--- config.mk ---
export PLATFORM = sky130hd
export DESIGN_NAME = rv_muldiv_unit_flat
export DESIGN_NICKNAME = d
export VERILOG_FILES = /design/src/rtl/rv_muldiv_if.sv /design/src/rtl/rv_muldiv_unit.sv /design/src/flat_wrapper.sv
export SDC_FILE = /design/constraint.sdc
export NUM_CORES = 1
export LEC_CHECK = 0
export BUFFER_PORTS_ARGS = -buffer_cell sky130_fd_sc_hd__buf_2
export CORE_MARGIN = 4
export CORE_UTILIZATION = 51
export DETAILED_ROUTE_END_ITERATION = 16
export GPL_TIMING_DRIVEN = 1
export PLACE_DENSITY = 0.67
export SLEW_MARGIN = 20
export SYNTH_ARGS = -nofsm -noshare
export SYNTH_HDL_FRONTEND = slang
export SYNTH_SLANG_ARGS = --single-unit
--- constraint.sdc ---
create_clock -name clk -period 8.3 [get_ports clk]
set_clock_uncertainty 0.15 [all_clocks]
set_input_delay 0 -clock clk [delete_from_list [all_inputs] [get_ports clk]]
set_output_delay 0 -clock clk [all_outputs]
set_load 0.05 [all_outputs]
--- src/rtl/rv_muldiv_if.sv ---
// Request/result handshake bundle for the iterative RV32M multiply/divide unit.
interface rv_muldiv_if #(
   parameter int XLEN = 32
);
   logic            in_valid;
   logic            in_ready;
   logic [2:0]      funct3;
   logic [XLEN-1:0] rs1;
   logic [XLEN-1:0] rs2;
   logic            out_valid;
   logic            out_ready;
   logic [XLEN-1:0] result;
   logic            busy;

   modport master (
      output in_valid, funct3, rs1, rs2, out_ready,
      input  in_ready, out_valid, result, busy
   );

   modport slave (
      input  in_valid, funct3, rs1, rs2, out_ready,
      output in_ready, out_valid, result, busy
   );
endinterface

--- src/rtl/rv_muldiv_unit.sv ---
// Iterative RV32M unit: shift-add multiply and restoring divide, one bit per cycle,
// with a single-cycle path for divide-by-zero and signed overflow.
module rv_muldiv_unit #(
   parameter int XLEN = 32
) (
   input  logic       clk,
   input  logic       reset_n,
   rv_muldiv_if.slave bus
);
   localparam int CNT_W = $clog2(XLEN + 1);
   localparam logic [CNT_W-1:0] LAST = CNT_W'(XLEN - 1);
   localparam logic [XLEN-1:0]  SMIN = {1'b1, {(XLEN-1){1'b0}}};

   typedef enum logic [1:0] {IDLE, CALC, DONE} state_e;

   state_e           state_q, state_d;
   logic [CNT_W-1:0] cnt_q, cnt_d;
   logic [2:0]       f3_q, f3_d;
   logic [XLEN-1:0]  op_q, op_d, hi_q, hi_d, lo_q, lo_d, result_q, result_d;
   logic             neg_q, neg_d, rneg_q, rneg_d;

   function automatic logic [2*XLEN-1:0] cond_neg(input logic [2*XLEN-1:0] v, input logic neg);
      return neg ? -v : v;
   endfunction

   // Operand decode on the accept edge: signedness, magnitudes, fast-path detection.
   logic            is_div, s1, s2, sgn1, sgn2, div0, ovf;
   logic [XLEN-1:0] mag1, mag2, fast_res;

   always_comb begin
      is_div   = bus.funct3[2];
      s1       = (bus.funct3 != 3'b011) && !(bus.funct3[2] && bus.funct3[0]);
      s2       = (bus.funct3 == 3'b000) || (bus.funct3 == 3'b001) ||
                 (bus.funct3 == 3'b100) || (bus.funct3 == 3'b110);
      sgn1     = s1 && bus.rs1[XLEN-1];
      sgn2     = s2 && bus.rs2[XLEN-1];
      mag1     = sgn1 ? -bus.rs1 : bus.rs1;
      mag2     = sgn2 ? -bus.rs2 : bus.rs2;
      div0     = is_div && (bus.rs2 == '0);
      ovf      = is_div && !bus.funct3[0] && (bus.rs1 == SMIN) && (bus.rs2 == '1);
      fast_res = div0 ? (bus.funct3[1] ? bus.rs1 : '1) : (bus.funct3[1] ? '0 : SMIN);
   end

   // One iteration: hi holds partial product / partial remainder, lo the multiplier / quotient.
   logic [XLEN:0]     mul_sum, div_sh, div_diff;
   logic [XLEN-1:0]   hi_n, lo_n, quo, rem;
   logic [2*XLEN-1:0] prod;
   logic [XLEN-1:0]   final_res;

   always_comb begin
      mul_sum  = {1'b0, hi_q} + (lo_q[0] ? {1'b0, op_q} : '0);
      div_sh   = {hi_q, lo_q[XLEN-1]};
      div_diff = div_sh - {1'b0, op_q};
      if (f3_q[2]) begin
         hi_n = div_diff[XLEN] ? div_sh[XLEN-1:0] : div_diff[XLEN-1:0];
         lo_n = {lo_q[XLEN-2:0], ~div_diff[XLEN]};
      end else begin
         {hi_n, lo_n} = {mul_sum, lo_q[XLEN-1:1]};
      end
      prod = cond_neg({hi_n, lo_n}, neg_q);
      quo  = neg_q  ? -lo_n : lo_n;
      rem  = rneg_q ? -hi_n : hi_n;
      if (f3_q[2])              final_res = f3_q[1] ? rem : quo;
      else if (f3_q == 3'b000)  final_res = prod[XLEN-1:0];
      else                      final_res = prod[2*XLEN-1:XLEN];
   end

   always_comb begin
      state_d  = state_q;
      cnt_d    = cnt_q;
      f3_d     = f3_q;
      op_d     = op_q;
      hi_d     = hi_q;
      lo_d     = lo_q;
      neg_d    = neg_q;
      rneg_d   = rneg_q;
      result_d = result_q;
      case (state_q)
         IDLE: if (bus.in_valid) begin
            f3_d   = bus.funct3;
            cnt_d  = '0;
            hi_d   = '0;
            neg_d  = sgn1 ^ sgn2;
            rneg_d = sgn1;
            if (div0 || ovf) begin
               state_d  = DONE;
               result_d = fast_res;
            end else begin
               state_d = CALC;
               op_d    = is_div ? mag2 : mag1;
               lo_d    = is_div ? mag1 : mag2;
            end
         end
         CALC: begin
            hi_d  = hi_n;
            lo_d  = lo_n;
            cnt_d = cnt_q + CNT_W'(1);
            if (cnt_q == LAST) begin
               state_d  = DONE;
               result_d = final_res;
            end
         end
         DONE: if (bus.out_ready) state_d = IDLE;
         default: state_d = IDLE;
      endcase
   end

   always_ff @(posedge clk or negedge reset_n) begin
      if (!reset_n) begin
         state_q  <= IDLE;
         cnt_q    <= '0;
         f3_q     <= '0;
         op_q     <= '0;
         hi_q     <= '0;
         lo_q     <= '0;
         neg_q    <= 1'b0;
         rneg_q   <= 1'b0;
         result_q <= '0;
      end else begin
         state_q  <= state_d;
         cnt_q    <= cnt_d;
         f3_q     <= f3_d;
         op_q     <= op_d;
         hi_q     <= hi_d;
         lo_q     <= lo_d;
         neg_q    <= neg_d;
         rneg_q   <= rneg_d;
         result_q <= result_d;
      end
   end

   assign bus.in_ready  = (state_q == IDLE);
   assign bus.out_valid = (state_q == DONE);
   assign bus.busy      = (state_q != IDLE);
   assign bus.result    = result_q;
endmodule

--- src/flat_wrapper.sv ---
// flat-port wrapper written by rule: the top's interface ports become plain ports
module rv_muldiv_unit_flat 
#(
   parameter int XLEN = 32
)
  (clk, reset_n, bus_in_valid, bus_funct3, bus_rs1, bus_rs2, bus_out_ready, bus_in_ready, bus_out_valid, bus_result, bus_busy);
  rv_muldiv_if #(.XLEN(XLEN)) bus_i ();
  input  logic clk;
  input  logic reset_n;
  input wire logic [$bits(bus_i.in_valid)-1:0] bus_in_valid;
  input wire logic [$bits(bus_i.funct3)-1:0] bus_funct3;
  input wire logic [$bits(bus_i.rs1)-1:0] bus_rs1;
  input wire logic [$bits(bus_i.rs2)-1:0] bus_rs2;
  input wire logic [$bits(bus_i.out_ready)-1:0] bus_out_ready;
  output wire logic [$bits(bus_i.in_ready)-1:0] bus_in_ready;
  output wire logic [$bits(bus_i.out_valid)-1:0] bus_out_valid;
  output wire logic [$bits(bus_i.result)-1:0] bus_result;
  output wire logic [$bits(bus_i.busy)-1:0] bus_busy;
  assign bus_i.in_valid = bus_in_valid;
  assign bus_i.funct3 = bus_funct3;
  assign bus_i.rs1 = bus_rs1;
  assign bus_i.rs2 = bus_rs2;
  assign bus_i.out_ready = bus_out_ready;
  assign bus_in_ready = bus_i.in_ready;
  assign bus_out_valid = bus_i.out_valid;
  assign bus_result = bus_i.result;
  assign bus_busy = bus_i.busy;
  rv_muldiv_unit #(.XLEN(XLEN)) u_core (.clk(clk), .reset_n(reset_n), .bus(bus_i));
endmodule
* After elaboration in Yosys (flattened, before gate mapping)
Index checks and enable logic that the tools add are counted.
Cells by class: add/sub/neg operators 8, equal/unequal tests 14, mux-type cells 33, bitwise logic cells 3, reduce and logical (&&, ||, !) cells 26
Operators by type and width (count):
- 2-to-1 mux 32 bit | 22
- case mux 32 bit (2 select lines) | 3
- negator 32 bit | 4
- equality test 32 bit (second input constant) | 2
- 2-to-1 mux 64 bit | 1
- negator 64 bit | 1
- adder 32 x 33 -> 33 bit | 1
- subtractor 33 x 32 -> 33 bit | 1
- logical NOT 32 bit | 1
- case mux 6 bit (2 select lines) | 1
- AND reduction 3 bit | 3
- logical AND 1 bit | 8
- 2-to-1 mux 2 bit | 4
- adder 6 x 1 -> 6 bit (second input constant) | 1
- equality test 3 bit (second input constant) | 2
- equality test 6 x 5 -> 1 bit (second input constant) | 1
- logical NOT 3 bit | 2
- 2-to-1 mux 6 bit | 1
- inequality test 2 bit (second input constant) | 3
- case mux 2 bit (3 select lines) | 1
- logical OR 1 bit | 4
- inequality test 2 x 1 -> 1 bit (second input constant) | 2
- AND reduction 2 bit | 2
- AND reduction 4 bit | 1
- other kinds (9) | 12
Word-level totals: bits in registers 141, input port bits 71, output and inout bits 35, word-level logic and storage cells 93

* Logic depth before layout (Yosys ltp)
depth in word-level cells 10, mapped depth 22, gate-level depth less buffers 21

* Worst setup path before layout
Ideal clock, no wire load.
path type register to register, start point register u_core.lo_q[31], end point register u_core.result_q[30], in the netlist u_core.bus.result[30], library setup time 0.136 ns, arrival 5.524 ns, data required time 8.014 ns, slack 2.490 ns, stages on the path, launching flop included 23, path buffers 1, clock period less this slack 5.810 ns, cells stage by stage dfrtp_1 -> inv_1 -> ha_1 -> fa_1 -> nand2b_1 -> a211oi_1 -> o21ai_0 -> a21oi_1 -> a2111oi_2 -> a21oi_1 -> ha_1 -> o211ai_1 -> or2_2 -> clkbuf_1 -> or4_1 -> or2_2 -> nor2_1 -> nand4b_1 -> or2_2 -> o31ai_1 -> xor2_1 -> a2111oi_0 -> nor3_1
Between the ends: longest elaborated chain between the ends 9, elaborated cells between the ends (all ways) 16, classes of those cells 4 x add/sub; 11 x mux; 1 x bitwise
RTL lines:
- start: declaration | RTL line rv_muldiv_unit.sv:19 | logic [XLEN-1:0] op_q, op_d, hi_q, hi_d, lo_q, lo_d, result_q, result_d;
- start signal: assignment | RTL line rv_muldiv_unit.sv:125 | lo_q <= lo_d;
- subtractor 33 x 32 -> 33 bit | RTL line rv_muldiv_unit.sv:53 | div_diff = div_sh - {1'b0, op_q};
- 2-to-1 mux 32 bit / inverter 1 bit (equally long branches) | RTL line rv_muldiv_unit.sv:55, rv_muldiv_unit.sv:56
- 2-to-1 mux 32 bit | RTL line rv_muldiv_unit.sv:54 | if (f3_q[2]) begin
- negator 64 bit (tied with other cells) | RTL line rv_muldiv_unit.sv:23 | return neg ? -v : v;
- 2-to-1 mux 64 bit (tied with other cells) | RTL line rv_muldiv_unit.sv:23
- 2-to-1 mux 32 bit, on equally long branches | RTL line rv_muldiv_unit.sv:64, rv_muldiv_unit.sv:63
- 2-to-1 mux 32 bit (*) | RTL line rv_muldiv_unit.sv:63 | if (f3_q[2]) final_res = f3_q[1] ? rem : quo;
- 2-to-1 mux 32 bit (*) | RTL line rv_muldiv_unit.sv:98 | if (cnt_q == LAST) begin
- case mux 32 bit (2 select lines) (*) | RTL line rv_muldiv_unit.sv:78 | case (state_q)
- end signal: assignment | RTL line rv_muldiv_unit.sv:128 | result_q <= result_d;
- end: declaration | RTL line rv_muldiv_unit.sv:19
Every way passes the cells marked *; elsewhere a longest branch is shown, timed or not. The select of a mux whose other input is x is not followed. A chain may end at the register's enable or synchronous reset.

* Worst setup path in the final report
start point register u_core.lo_q[31], end point register u_core.result_q[22], in the netlist u_core.bus.result[22]
The elaborated chain is that of the path after synthesis.

==> run_results.csv <==
group,metric,value,unit
sta,final_hold_viol_count,0,
setup_path,arrival,6.94,ns
sta,finalSetupViolations,0,
global_routing,grt_pass1_vias,17200,
sta,relSlewSlack,21.1,%
global_routing,grt_overflow,0,
final_layout,drive_gt1_share,10.2,%
logic_synthesis,synth.ff_latch_count,141,
logic_synthesis,synth_xor_area_share,9.52,%
sta,fin_setup_tns,0,ns
detailed_routing,wl,71700,um
logic_synthesis,async_reset_ff_share,100,%
die,die_h,187,um
clocking,clock_sinks,141,
sta,max_freq,147,MHz
logic_synthesis,synthCells,2270,
logic_synthesis,synth-edff-count,0,
die,fp.dieW,187,um
setup_path,path_cells,"inv_1 -> ha_1 -> fa_1 -> nand2b_1 -> a211oi_1 -> o21ai_0 -> a21oi_1 -> a2111oi_2 -> a21oi_1 -> ha_1 -> o211ai_1 -> or2_2 -> or4_1 -> or2_2 -> nor2_1 -> nand4b_1 -> or2_2 -> o31ai_1 -> xor2_1 -> a221oi_1 -> o21ai_0",
global_routing,grt_pass1_wl,107000,um
setup_path,cp.buffers_inverters,1,
setup_path,end_kind,"register",
clocking,h-tree-depth,4,
run_status,status,"completed",
setup_path,cpPeakStageDelay,0.53,ns
setup_path,worstSetupStartpointType,"register",
logic_synthesis,synth_ff_type,"dfrtp_1",
sta,period_share,81.9,%
die,die-area,35000,sq um
final_layout,diodes,0,
detailed_routing,drc,0,
global_routing,grt_use_met3,7.91,%
final_layout,area_delta_synth_final,10.9,%
logic_synthesis,netlist_top_cells_area,"dfrtp_1 22%, o21ai_0 6.8%, a21oi_1 6.7%",
logic_synthesis,synth_top_area_share,21.5,%
sta,rsz0062_at_grt,"false",
logic_synthesis,muxShareOfSynthArea,4.19,%
clocking,clk_pin_slew_worst_paths,0.07,ns
sta,slew_violations,0,
worst_hold_path,worstHoldPathType,"primary input to register",
logic_synthesis,synth.most_common_cell,"nand2_1",
setup_path,crit_type,"register to register",
die,io_pins,106,
detailed_routing,routedWlPerCell,26.1,um
logic_synthesis,ys_top_cells_by_count,"256 x nand2_1, 225 x nor2_1, 223 x o21ai_0, 218 x a21oi_1, 141 x dfrtp_1",
logic_synthesis,yosysUniqueCellTypes,91,
global_routing,grt_antenna_before_repair,5,
detailed_routing,vias_per_cell,6.75,
detailed_routing,drtIter0Drc,2568,
logic_synthesis,yosysSeqAreaShare,21.5,%
clocking,cts_buffer_depth,2,
clocking,post-cts-setup-buffers,0,
global_routing,globalRouteMet2Util,61.0,%
logic_synthesis,syn_nets,2413,
final_layout,nNetsFinal,2477,
global_routing,grt_max_degree,79,
die,initial_core_util,51.8,%
logic_synthesis,yosysTopAreaCell,"dfrtp_1",
clocking,cts_tree,"built",
logic_synthesis,yosys.area_share.adder,5.59,%
final_layout,final.fill_count,3115,
setup_path,crit_top_cell,"or2_2",
clocking,cts_made_buffers,17,
logic_synthesis,yosys_warnings,0,
clocking,clk_latency,0.46,ns
clocking,cts-root-buf,"clkbuf_16",
worst_hold_path,hold_path_depth,5,
detailed_routing,dr.pass1.iters,6,
setup_path,required,8.44,ns
sta,min_period,6.80,ns
logic_synthesis,synthSimpleGateAreaFrac,23.4,%
setup_path,path_delay_family,"simple AND/OR/NAND/NOR gates",
die,core-area,31600,sq um
global_routing,gr-usage-all-layers,39.6,%
die,rows,65,
logic_synthesis,synth_top_family_by_area,"compound AO/OA/AOI/OAI gates",
logic_synthesis,syn_area,16400,sq um
setup_path,cp.depth,21,
sta,worst_pin_slew,1.17,ns
logic_synthesis,synth_compound_area_share,30.6,%
detailed_routing,vias,18500,
run,cap_violations,0,
setup_path,cp_slowest_cell,"a211oi_1",
detailed_routing,antenna_left,0,
placement,place_hpwl,56000,um
placement,numPortBuffers,105,
placement,globalplace.congestion,1.03,
global_routing,grt.busiest_layer,"met2",
setup_path,r2r.worst_path.cells,21,
global_routing,globalRouteMet1Util,51.9,%
logic_synthesis,syn_area_per_cell,7.21,sq um
setup_path,crit_fanout,7,
-- cell usage in the layout, fill, tap and decap left out, types with 15 or more instances in the layout --
| master | instances |
|---|---|
| nand2_1 | 256 |
| nor2_1 | 223 |
| o21ai_0 | 223 |
| a21oi_1 | 217 |
| dfrtp_1 | 139 |
| buf_2 | 104 |
| xnor2_1 | 100 |
| inv_1 | 84 |
| xor2_1 | 78 |
| ha_1 | 70 |
| nor3_1 | 53 |
| mux2i_1 | 50 |
| and2_1 | 48 |
| nand3_1 | 40 |
| dlygate4sd3_1 | 40 |
| a31oi_1 | 34 |
| o31ai_1 | 34 |
| nand4_1 | 32 |
| o211ai_1 | 32 |
| a211oi_1 | 32 |
| buf_4 | 30 |
| a21o_1 | 26 |
| or3_1 | 26 |
| o21a_1 | 24 |
| nand2b_1 | 22 |
| or2_2 | 22 |
| clkbuf_16 | 17 |
| nor4_1 | 16 |
| o41ai_1 | 15 |
-- sequential cells by signal (all words and copies together) (netlist names) --
signal / count
u_core.bus.result: 32
u_core.cnt_q: 6
u_core.f3_q: 3
u_core.hi_q: 32
u_core.lo_q: 32
u_core.neg_q: 1
u_core.op_q: 32
u_core.rneg_q: 1
u_core.state_q: 2
-- final cells by class --
| class | instances | area, sq um | share of cell area (%) |
|---|---|---|---|
| multi-input cells | 1911 | 12000 | 66.3 |
| inverters | 88 | 330 | 1.82 |
| repair buffers | 175 | 1160 | 6.37 |
| clock buffers | 17 | 425 | 2.34 |
| well taps | 402 | 503 | 2.77 |
| clock inverters | 15 | 164 | 0.903 |
| flip-flops and latches | 141 | 3530 | 19.5 |
-- per-stage QoR --
step	worst slack, ns	hold WS, ns	util, %	cell area (sq um)	cells
after floorplan	2.49	-0.446	-	16400	2270
after detailed placement	1.73	-0.0416	54.3	17200	2677
after global routing	1.11	0.0380	57.4	18200	2749
final	1.50	0.0240	57.4	18200	2749
after CTS	1.68	0.00884	57.4	18200	2749
after global placement	1.85	-0.0547	54.3	17200	2677
-- cells by family after synthesis --
group                    count (synthesis)
AND/OR/NAND/NOR                        805
buffers and inverters                  218
XOR/XNOR                               178
multiplexers                            66
adder cells (fa/ha/maj)                 72
flip-flops                             141
AO/OA/AOI/OAI                          790
-- layer usage --
metal	routed length [um]	share of wire (%)
met1	28500	40
met5	60	0.084
met3	6840	9.5
met4	4940	6.9
met2	31300	44
-- worst paths after layout --
path                                                        from                                end  slack (ns)
worst max-delay path                 u_core.lo_q[31]$_DFFE_PN0P_  u_core.bus.result[22]$_DFFE_PN0P_        1.50
worst min-delay path                                 bus_rs1[31]        u_core.op_q[31]$_DFFE_PN0P_        0.02
worst max register to register       u_core.lo_q[31]$_DFFE_PN0P_  u_core.bus.result[22]$_DFFE_PN0P_        1.50
worst min register to register  u_core.bus.result[1]$_DFFE_PN0P_   u_core.bus.result[1]$_DFFE_PN0P_        0.34
max in group asynchronous                                reset_n           u_core.neg_q$_DFFE_PN0P_        6.45
min in group asynchronous                                reset_n        u_core.hi_q[19]$_DFFE_PN0P_        0.03
-- worst min-delay path, cell delays in order --
cell and delay, ns:
buf_2 0.17, nand2_1 0.09, nor2_1 0.08, nor3_1 0.11, a21oi_1 0.13
-- timing repair --
item	4_1_cts	5_1_grt
hold buffers	40	0
gates resized for setup	0	0
hold endpoints to repair	120	0
Power is left out: the tool's default activity adds up to more than one toggle a clock period on the data nets, which glitch-free logic cannot reach.
